`src/rtl/obuffer4_if.sv`:
```
`default_nettype none
// +--------------------------------------------------------------------+
// | obuffer4_if : MAC-array capture and drain handshake bundle         |
// | Rev 1.0                                                            |
// +--------------------------------------------------------------------+
interface obuffer4_if #(
   parameter int DW = 16
) ();
   logic [4*DW-1:0] MAC_ODATA;
   logic [3:0]      MAC_OVALID;
   logic [4*DW-1:0] OUT_DATA;
   logic            OUT_VALID;
   logic            OUT_READY;
   logic            OVF;
   logic            BUSY;

   modport master (
      output MAC_ODATA, MAC_OVALID, OUT_READY,
      input  OUT_DATA, OUT_VALID, OVF, BUSY
   );

   modport slave (
      input  MAC_ODATA, MAC_OVALID, OUT_READY,
      output OUT_DATA, OUT_VALID, OVF, BUSY
   );
endinterface
`default_nettype wire

```
`src/rtl/obuffer4.sv`:
```
`default_nettype none
// +--------------------------------------------------------------------+
// | obuffer4 : ping-pong tile buffer deskewing 4 row-skewed psum lanes |
// | into 64-bit words; OBUF_RELU_EN clamps negative lanes on drain.    |
// | Rev 1.0                                                            |
// +--------------------------------------------------------------------+
module obuffer4 #(
   parameter int DW       = 16,
   parameter int TILE_LEN = 4
) (
   input  wire logic CLK,
   input  wire logic RSTN,
   obuffer4_if.slave bus
);
   localparam int            CW     = $clog2(TILE_LEN);
   localparam logic [CW-1:0] C_LAST = CW'(TILE_LEN - 1);

   logic [DW-1:0]         mem_q [2][4][TILE_LEN];
   logic [DW-1:0]         mem_d [2][4][TILE_LEN];
   logic [3:0]            wbank_q, wbank_d;
   logic [3:0][CW-1:0]    wcnt_q, wcnt_d;
   logic [1:0][3:0]       done_q, done_d;
   logic                  rbank_q, rbank_d;
   logic [CW-1:0]         rcnt_q, rcnt_d;
   logic                  ovf_q, ovf_d;

   logic [DW-1:0]         w_lane [4];
   logic                  w_out_valid;
   logic                  w_accept;
   logic                  w_release;
   logic [1:0]            w_bank_release;
   logic [3:0]            w_wr_en;
   logic [3:0]            w_drop;
   logic [4*DW-1:0]       w_out_data;
   logic                  w_busy;

   for (genvar r = 0; r < 4; r++) begin : g_lane
      assign w_lane[r] = bus.MAC_ODATA[(4*DW-1)-r*DW -: DW];
   end

   assign w_out_valid    = &done_q[rbank_q];
   assign w_accept       = w_out_valid && bus.OUT_READY;
   assign w_release      = w_accept && (rcnt_q == C_LAST);
   assign w_bank_release = {w_release && rbank_q, w_release && !rbank_q};

   // A row stalled on a full bank may write into it on the very cycle it is released.
   always_comb begin
      w_wr_en = '0;
      w_drop  = '0;
      for (int r = 0; r < 4; r++) begin
         if (bus.MAC_OVALID[r]) begin
            if (!done_q[wbank_q[r]][r] || w_bank_release[wbank_q[r]])
               w_wr_en[r] = 1'b1;
            else
               w_drop[r] = 1'b1;
         end
      end
   end

   always_comb begin
      mem_d   = mem_q;
      wbank_d = wbank_q;
      wcnt_d  = wcnt_q;
      done_d  = done_q;
      rbank_d = rbank_q;
      rcnt_d  = rcnt_q;
      ovf_d   = ovf_q | (|w_drop);

      if (w_accept) begin
         if (w_release) begin
            rcnt_d          = '0;
            rbank_d         = ~rbank_q;
            done_d[rbank_q] = '0;
         end else begin
            rcnt_d = rcnt_q + CW'(1);
         end
      end

      // Applied after the release so a completing write keeps its done bit.
      for (int r = 0; r < 4; r++) begin
         if (w_wr_en[r]) begin
            mem_d[wbank_q[r]][r][wcnt_q[r]] = w_lane[r];
            if (wcnt_q[r] == C_LAST) begin
               wcnt_d[r]               = '0;
               done_d[wbank_q[r]][r]   = 1'b1;
               wbank_d[r]              = ~wbank_q[r];
            end else begin
               wcnt_d[r] = wcnt_q[r] + CW'(1);
            end
         end
      end
   end

   always_ff @(posedge CLK) begin
      mem_q <= mem_d;
   end

   always_ff @(posedge CLK or negedge RSTN) begin
      if (!RSTN) begin
         wbank_q <= '0;
         wcnt_q  <= '0;
         done_q  <= '0;
         rbank_q <= 1'b0;
         rcnt_q  <= '0;
         ovf_q   <= 1'b0;
      end else begin
         wbank_q <= wbank_d;
         wcnt_q  <= wcnt_d;
         done_q  <= done_d;
         rbank_q <= rbank_d;
         rcnt_q  <= rcnt_d;
         ovf_q   <= ovf_d;
      end
   end

   // Gating with valid gives a defined zero word while storage is still unwritten.
   always_comb begin
      logic [DW-1:0] v;
      w_out_data = '0;
      v          = '0;
      for (int r = 0; r < 4; r++) begin
         v = mem_q[rbank_q][r][rcnt_q];
`ifdef OBUF_RELU_EN
         if (v[DW-1])
            v = '0;
`endif
         w_out_data[(4*DW-1)-r*DW -: DW] = v;
      end
      if (!w_out_valid)
         w_out_data = '0;
   end

   always_comb begin
      w_busy = (&done_q[0]) || (&done_q[1]);
      for (int r = 0; r < 4; r++) begin
         if (wcnt_q[r] != '0)
            w_busy = 1'b1;
      end
   end

   assign bus.OUT_DATA  = w_out_data;
   assign bus.OUT_VALID = w_out_valid;
   assign bus.OVF       = ovf_q;
   assign bus.BUSY      = w_busy;
endmodule
`default_nettype wire
```
`src/flat_wrapper.sv`:
```
// flat-port wrapper written by rule: the top's interface ports become plain ports
module obuffer4_flat 
#(
   parameter int DW       = 16,
   parameter int TILE_LEN = 4
)
  (CLK, RSTN, bus_MAC_ODATA, bus_MAC_OVALID, bus_OUT_READY, bus_OUT_DATA, bus_OUT_VALID, bus_OVF, bus_BUSY);
  obuffer4_if #(.DW(DW)) bus_i ();
  input  wire logic CLK;
  input  wire logic RSTN;
  input wire logic [$bits(bus_i.MAC_ODATA)-1:0] bus_MAC_ODATA;
  input wire logic [$bits(bus_i.MAC_OVALID)-1:0] bus_MAC_OVALID;
  input wire logic [$bits(bus_i.OUT_READY)-1:0] bus_OUT_READY;
  output wire logic [$bits(bus_i.OUT_DATA)-1:0] bus_OUT_DATA;
  output wire logic [$bits(bus_i.OUT_VALID)-1:0] bus_OUT_VALID;
  output wire logic [$bits(bus_i.OVF)-1:0] bus_OVF;
  output wire logic [$bits(bus_i.BUSY)-1:0] bus_BUSY;
  assign bus_i.MAC_ODATA = bus_MAC_ODATA;
  assign bus_i.MAC_OVALID = bus_MAC_OVALID;
  assign bus_i.OUT_READY = bus_OUT_READY;
  assign bus_OUT_DATA = bus_i.OUT_DATA;
  assign bus_OUT_VALID = bus_i.OUT_VALID;
  assign bus_OVF = bus_i.OVF;
  assign bus_BUSY = bus_i.BUSY;
  obuffer4 #(.DW(DW), .TILE_LEN(TILE_LEN)) u_core (.CLK(CLK), .RSTN(RSTN), .bus(bus_i));
endmodule
```
`config.mk`:
```
export PLATFORM = sky130hd
export DESIGN_NAME = obuffer4_flat
export DESIGN_NICKNAME = d
export VERILOG_FILES = /design/src/rtl/obuffer4_if.sv /design/src/rtl/obuffer4.sv /design/src/flat_wrapper.sv
export SDC_FILE = /design/constraint.sdc
export NUM_CORES = 1
export LEC_CHECK = 0
export CAP_MARGIN = 30
export CORE_UTILIZATION = 40
export CTS_BUF_LIST = sky130_fd_sc_hd__clkbuf_4 sky130_fd_sc_hd__clkbuf_8
export DETAILED_ROUTE_END_ITERATION = 7
export MAX_ROUTING_LAYER = met4
export SLEW_MARGIN = 10
export SYNTH_ARGS = -nofsm -noshare
export SYNTH_HDL_FRONTEND = slang
export SYNTH_SLANG_ARGS = --single-unit
export TNS_END_PERCENT = 5
```
`constraint.sdc`:
```
create_clock -name CLK -period 2.3 [get_ports CLK]
set_input_delay 0.23 -clock CLK [delete_from_list [all_inputs] [get_ports CLK]]
set_output_delay 0.23 -clock CLK [all_outputs]
set_load 0.01 [all_outputs]
```
Word level (Yosys, flattened, before mapping)
Index checks and enable logic that the tools add are counted.

operators by class
  $add $sub $neg = 5
  divide/modulo/power cells = 0
  multiplexer cells = 103
  reductions and logical operators = 40
  shift-type cells = 0
  multipliers = 0
  order comparisons = 28
  bitwise logic cells = 22
  equality and inequality tests = 5

operator list
  kind                                                                   count
  512-bit bitwise mux                                                    4
  512-bit two-way mux                                                    4
  256-bit demux with 1-bit select                                        4
  256-bit two-way mux                                                    4
  16-bit two-way mux                                                     12
  192-bit two-way mux                                                    1
  16-bit binary-select mux with 2-bit select                             4
  16-bit demux with 2-bit select                                         4
  128-bit two-way mux                                                    1
  64-bit two-way mux                                                     2
  8-bit two-way mux                                                      10
  8-bit bitwise OR                                                       4
  1-bit two-way mux                                                      31
  4-bit two-way mux                                                      6
  4-bit demux with 1-bit select                                          5
  1-bit logical AND                                                      17
  2-bit two-way mux                                                      8
  3-bit >= comparator (second input constant)                            5
  2-bit inverter with 3-bit output                                       5
  3-bit by 1-bit < comparator with 1-bit output (second input constant)  4
  4-bit AND reduction                                                    3
  2-bit by 1-bit adder with 2-bit output (second input constant)         5
  2-bit == test (second input constant)                                  5
  2-bit >= comparator (second input constant)                            5
  other kinds (14)                                                       50

storage, ports and cells
  memories = 0
  word-level logic and storage cells = 248
  register bits after elaboration = 536
  bits in read-only memories = 0
  memory bits (writable) = 0
  bits in latches = 0
  output and inout bits = 67

Depth between registers and ports, before layout
  depth after elaboration = 21
  gate-level depth with buffers = 7
  mapped depth without buffers = 5

Least setup slack after synthesis
No wires, ideal clock.

  path kind = register to register
  start = register u_core.rcnt_q[0]
  end = register u_core.mem_q[128] (netlist bit) (enable)
  stages on the path, launching flop included = 6
  buffers on the path = 1
  library setup time = 0.396 ns
  arrival time = 2.030 ns
  slack = -0.126 ns
  path through = dfrtp_1 ha_1 nand3_1 or2_0 buf_2 a21oi_1

on the way
  cells in the longest elaborated chain, start to end = 15

RTL lines
  item                                                  line             source
  start: declaration                                    obuffer4.sv:24   logic [CW-1:0] rcnt_q, rcnt_d;
  start signal: assignment                              obuffer4.sv:111  rcnt_q <= rcnt_d;
  2-bit == test (*)                                     obuffer4.sv:43   assign w_release = w_accept && (rcnt_q == C_LAST);
  1-bit logical AND (*)                                 obuffer4.sv:43
  1-bit logical AND                                     obuffer4.sv:44   assign w_bank_release = {w_release && rbank_q, w_release && !rbank_q};
  1-bit two-way mux (implied by the code) (2 in a row)  obuffer4.sv:52   if (!done_q[wbank_q[r]][r] || w_bank_release[wbank_q[r]])
  1-bit logical OR                                      obuffer4.sv:52
  1-bit two-way mux                                     obuffer4.sv:52
  1-bit two-way mux                                     obuffer4.sv:51   if (bus.MAC_OVALID[r]) begin
  512-bit two-way mux                                   obuffer4.sv:81   if (w_wr_en[r]) begin
  512-bit bitwise mux                                   obuffer4.sv:82   mem_d[wbank_q[r]][r][wcnt_q[r]] = w_lane[r];
  512-bit two-way mux                                   obuffer4.sv:81
  512-bit bitwise mux                                   obuffer4.sv:82
  512-bit two-way mux                                   obuffer4.sv:81
  512-bit bitwise mux                                   obuffer4.sv:82
  512-bit two-way mux (*)                               obuffer4.sv:81
  end signal: assignment                                obuffer4.sv:95   mem_q <= mem_d;
  end: declaration                                      obuffer4.sv:18   logic [DW-1:0] mem_q [2][4][TILE_LEN];

Every way passes the cells marked *; elsewhere a longest branch is shown, timed or not. The select of a mux whose other input is x is not followed.
A chain may end at the register's enable or synchronous reset.

Worst setup path in the final report
  start = register u_core.rbank_q
  end = output bus_OUT_DATA[25]

on the way
  cells in the longest elaborated chain, start to end = 8

RTL lines
  item                                                    line                source
  start: declaration                                      obuffer4.sv:23      logic rbank_q, rbank_d;
  start signal: assignment                                obuffer4.sv:110     rbank_q <= rbank_d;
  1-bit inverter with 2-bit output (implied by the code)  obuffer4.sv:122     v = mem_q[rbank_q][r][rcnt_q];
  256-bit two-way mux (3 in a row)                        -
  16-bit binary-select mux with 2-bit select              obuffer4.sv:122
  16-bit two-way mux (implied by the code) (2 in a row)   obuffer4.sv:122
  64-bit two-way mux (*)                                  obuffer4.sv:129     if (!w_out_valid)
  end: declaration                                        flat_wrapper.sv:14  output wire logic [$bits(bus_i.OUT_DATA)-1:0] bus_OUT_DATA;

Marks and branches as above.

==> flow_summary.ini <==
[outcome]
result_of_the_run = finished with violations
failed_checks = negative setup slack

[critical_path]
worst-endpoint-arrival_ns = 2.46
worst-path-max-fanout = 7
end_kind = output pin
crit_type = reg2out
crit_required_ns = 2.07
worstSetupStartpointType = register

[sta]
layout_setup_ws_ns = -0.390
slew_at_the_pin_with_the_worst_max_slew_slack_ns = 0.542
timing.final.hold_violations = 0
time_the_final_worst_path_needs_with_i_o_delays_and_setup_ns = 2.69
fmaxAchievable_ghz = 0.372
finClkSkew_ns = 0.0390
post_route_clock_period_utilization_pct = 117
maxSlewViolCount = 0
setup_violations = 65
maxSlewHeadroom_pct = 63.7
unrepaired_setup_endpoints_after_global_routing = true

[detailed_routing]
postRouteWirelength_um = 46800
dr.pass1.iters = 4
drt-initial-drc-count = 654
drt.antenna.violating_nets = 0
via_count = 11100
avgViaCountPerCell = 5.08
drcViolationCount = 0
detail_route.wl_per_cell_um = 21.4

[clock_network]
clock_sink_count = 536
clk_latency_ns = 0.68
clk_path_buf_depth = 3
h_tree_level_count = 3
cts_made_buffers = 89
root_buffer = sky130_fd_sc_hd__clkbuf_8
cts_tree = done
clkTransAtPathRegs_ns = 0.06

[yosys]
synthDominantCellAreaShare_pct = 69.9
synth.largest_area_cell = sky130_fd_sc_hd__edfxtp_1
synth_nets = 1214
ys_seq_area_share_pct = 72.7
post_synth_inst_count = 1126
ys_top_cells_by_area = sky130_fd_sc_hd__edfxtp_1 70%, sky130_fd_sc_hd__mux4_2 13%, sky130_fd_sc_hd__and2_1 4.1%, sky130_fd_sc_hd__mux2i_1 2.9%, sky130_fd_sc_hd__dfrtp_1 2.7%
synth.most_common_cell = sky130_fd_sc_hd__edfxtp_1
cell_types_with_the_highest_counts_after_synthesis = 512 x sky130_fd_sc_hd__edfxtp_1, 143 x sky130_fd_sc_hd__and2_1, 128 x sky130_fd_sc_hd__mux4_2, 74 x sky130_fd_sc_hd__nor2_1, 64 x sky130_fd_sc_hd__mux2i_1
synth.cell_area_um2 = 22000
postSynthAreaPerCell_um2 = 19.5
postSynthRegisterBits = 536
dominantRegCellSynth = sky130_fd_sc_hd__edfxtp_1
count_of_warnings_emitted_by_yosys = 0
ys_async_sr_fraction_pct = 4.48
post_synth_edffs = 512
post_synth_num_cell_types = 40

[die]
io_pins = 138
design.die.area_um2 = 55900
floorplan.initialDensity_pct = 40.7
floorplan_core_area_um2 = 54000
chipHeight_um = 236
dieWidth_um = 236
core.rowCount = 85

[pwr]
peakVddDrop_mv = 0.684
fin_total_pwr_mw = 30.9
leakage_nw = 9.48
power_per_cell_area_nw_per_um2 = 1130

[place]
dp_hpwl_um = 27000
buffer_ports.inserted = 137
dp_worst_setup_slack_ns = -0.0950
place.gp.congestion = 0.758

[global_route]
grt_util_all_layers_pct = 17.7
grt_pass1_vias = 12000
grt_start_max_net_pins = 44
grt_pass1_wl_um = 71400
number_of_antenna_violations_at_the_first_check_in_global_routing = 4
globalRoute.totalOverflow = 0

[layout]
layout.nets = 1504
layout-area-overhead-vs-synth_pct = 24.3
drive_above_1_share_pct = 35.1
fill_cells = 4375

[job]
maxCapViolCount = 0

[worst_hold_path]
class_of_the_tightest_hold_or_removal_check = in2reg
[final cells by class]
class                           count  area [um^2]  area share, %
Sequential cell                   536        16000           58.5
Multi-Input combinational cell    519         5780           21.1
Timing Repair Buffer              260         2900           10.6
Clock buffer                      125         1530           5.59
Tap cell                          696          871           3.19
Clock inverter                     34          221          0.810
Inverter                           10         37.5          0.137
Antenna cell                        4         10.0         0.0366
[through the flow]
| step | instance area (um^2) | hold slack (ns) | std cells | util, % | setup TNS (ns) |
|---|---|---|---|---|---|
| 6_report | 27300 | 0.294 | 2184 | 50.6 | -20.67 |
| 5_1_grt | 27300 | 0.270 | 2184 | 50.6 | -32.07 |
| 4_1_cts | 27300 | 0.229 | 2177 | 50.5 | -28.40 |
| 3_5_place_dp | 25200 | 0.470 | 1986 | 46.7 | -10.41 |
| 3_3_place_gp | 25200 | 0.479 | 1986 | 46.7 | -5.37 |
| 2_1_floorplan | 22000 | -0.0656 | 1126 | - | 0 |
[power by group]
part | switching [mW] | internal (mW) | total [mW]
clock | 3.72 | 4.50 | 8.22
combinational | 5.14 | 5.63 | 10.8
sequential | 0.399 | 11.5 | 11.9
total | 9.26 | 21.6 | 30.9
[final timing paths]
kind | from | to | slack, ns | cells after the start
worst max-delay path | u_core.rbank_q | bus_OUT_DATA[25] | -0.39 | 6
worst min-delay path | bus_MAC_ODATA[40] | u_core.mem_q[392] | 0.29 | 1
worst max register to register | u_core.rbank_q | u_core.mem_q[256] | 0.03 | 7
worst min register to register | u_core.bus.OVF | u_core.bus.OVF | 0.48 | 1
max in group asynchronous | RSTN | u_core.done_q[6] | 1.27 | 3
min in group asynchronous | RSTN | u_core.wcnt_q[3] | 0.47 | 2
[placed cells by master (no fill, tap or decap), types with 4 or more instances in the layout]
master,n
sky130_fd_sc_hd__clkbuf_4,31
sky130_fd_sc_hd__nor2_1,66
sky130_fd_sc_hd__nand2_1,13
sky130_fd_sc_hd__inv_1,10
sky130_fd_sc_hd__nand3_1,7
sky130_fd_sc_hd__nor2_2,8
sky130_fd_sc_hd__clkbuf_8,94
sky130_fd_sc_hd__mux2i_2,8
sky130_fd_sc_hd__buf_12,57
sky130_fd_sc_hd__and2_1,142
sky130_fd_sc_hd__nor3b_4,4
sky130_fd_sc_hd__diode_2,4
sky130_fd_sc_hd__buf_2,62
sky130_fd_sc_hd__dfrtp_1,20
sky130_fd_sc_hd__mux2i_1,56
sky130_fd_sc_hd__a31oi_1,5
sky130_fd_sc_hd__clkinv_1,17
sky130_fd_sc_hd__clkdlybuf4s50_1,71
sky130_fd_sc_hd__clkinv_2,10
sky130_fd_sc_hd__edfxtp_1,512
sky130_fd_sc_hd__buf_4,46
sky130_fd_sc_hd__ha_1,15
sky130_fd_sc_hd__mux2_2,11
sky130_fd_sc_hd__and2_2,8
sky130_fd_sc_hd__o21ai_0,4
sky130_fd_sc_hd__mux4_2,128
sky130_fd_sc_hd__and4_1,4
sky130_fd_sc_hd__buf_16,6
sky130_fd_sc_hd__buf_6,11
[metal layers]
layer / vias to the layer above / GRT usage [%] / wire [um]
li1: 5062 / - / -
met1: 5697 / 22.1 / 20200
met2: 256 / 28.6 / 23200
met3: 78 / 4.18 / 2370
met4: 0 / 5.79 / 976
met5: - / - / 0
[logic make-up after synthesis]
family / after synthesis / share of synthesized area (%)
DFF: 536 / 72.7
and+or+nand+nor: 268 / 7.14
muxes: 203 / 16.6
buffers and inverters: 71 / 1.65
AOI/OAI and AO/OA: 31 / 0.968
adders and majority gates: 17 / 0.968
[flip-flops by register name (all words and copies together), names as in the netlist]
signal          cells
u_core.mem_q      512
u_core.rbank_q      1
u_core.rcnt_q       2
u_core.wcnt_q       8
u_core.bus.OVF      1
u_core.wbank_q      4
u_core.done_q       8
[repair_timing]
action / CTS / global route
pin swaps: 10 / 11
setup buffers: 24 / 6
endpoints found under the setup margin: 66 / 588
hold buffers: 1 / 0
gates resized for setup: 303 / 19
hold endpoints to repair: 9 / 0
gates cloned: 7 / 0
[worst max-delay path: stages (launching register included)]
cell                            delay [ns]
sky130_fd_sc_hd__dfrtp_4              0.47
sky130_fd_sc_hd__buf_4                0.16
sky130_fd_sc_hd__buf_16               0.14
sky130_fd_sc_hd__mux4_2               0.49
sky130_fd_sc_hd__mux2i_1              0.18
sky130_fd_sc_hd__nor2_2               0.08
sky130_fd_sc_hd__dlygate4sd2_1        0.29
No activity file was read; power rests on OpenSTA's default activity.
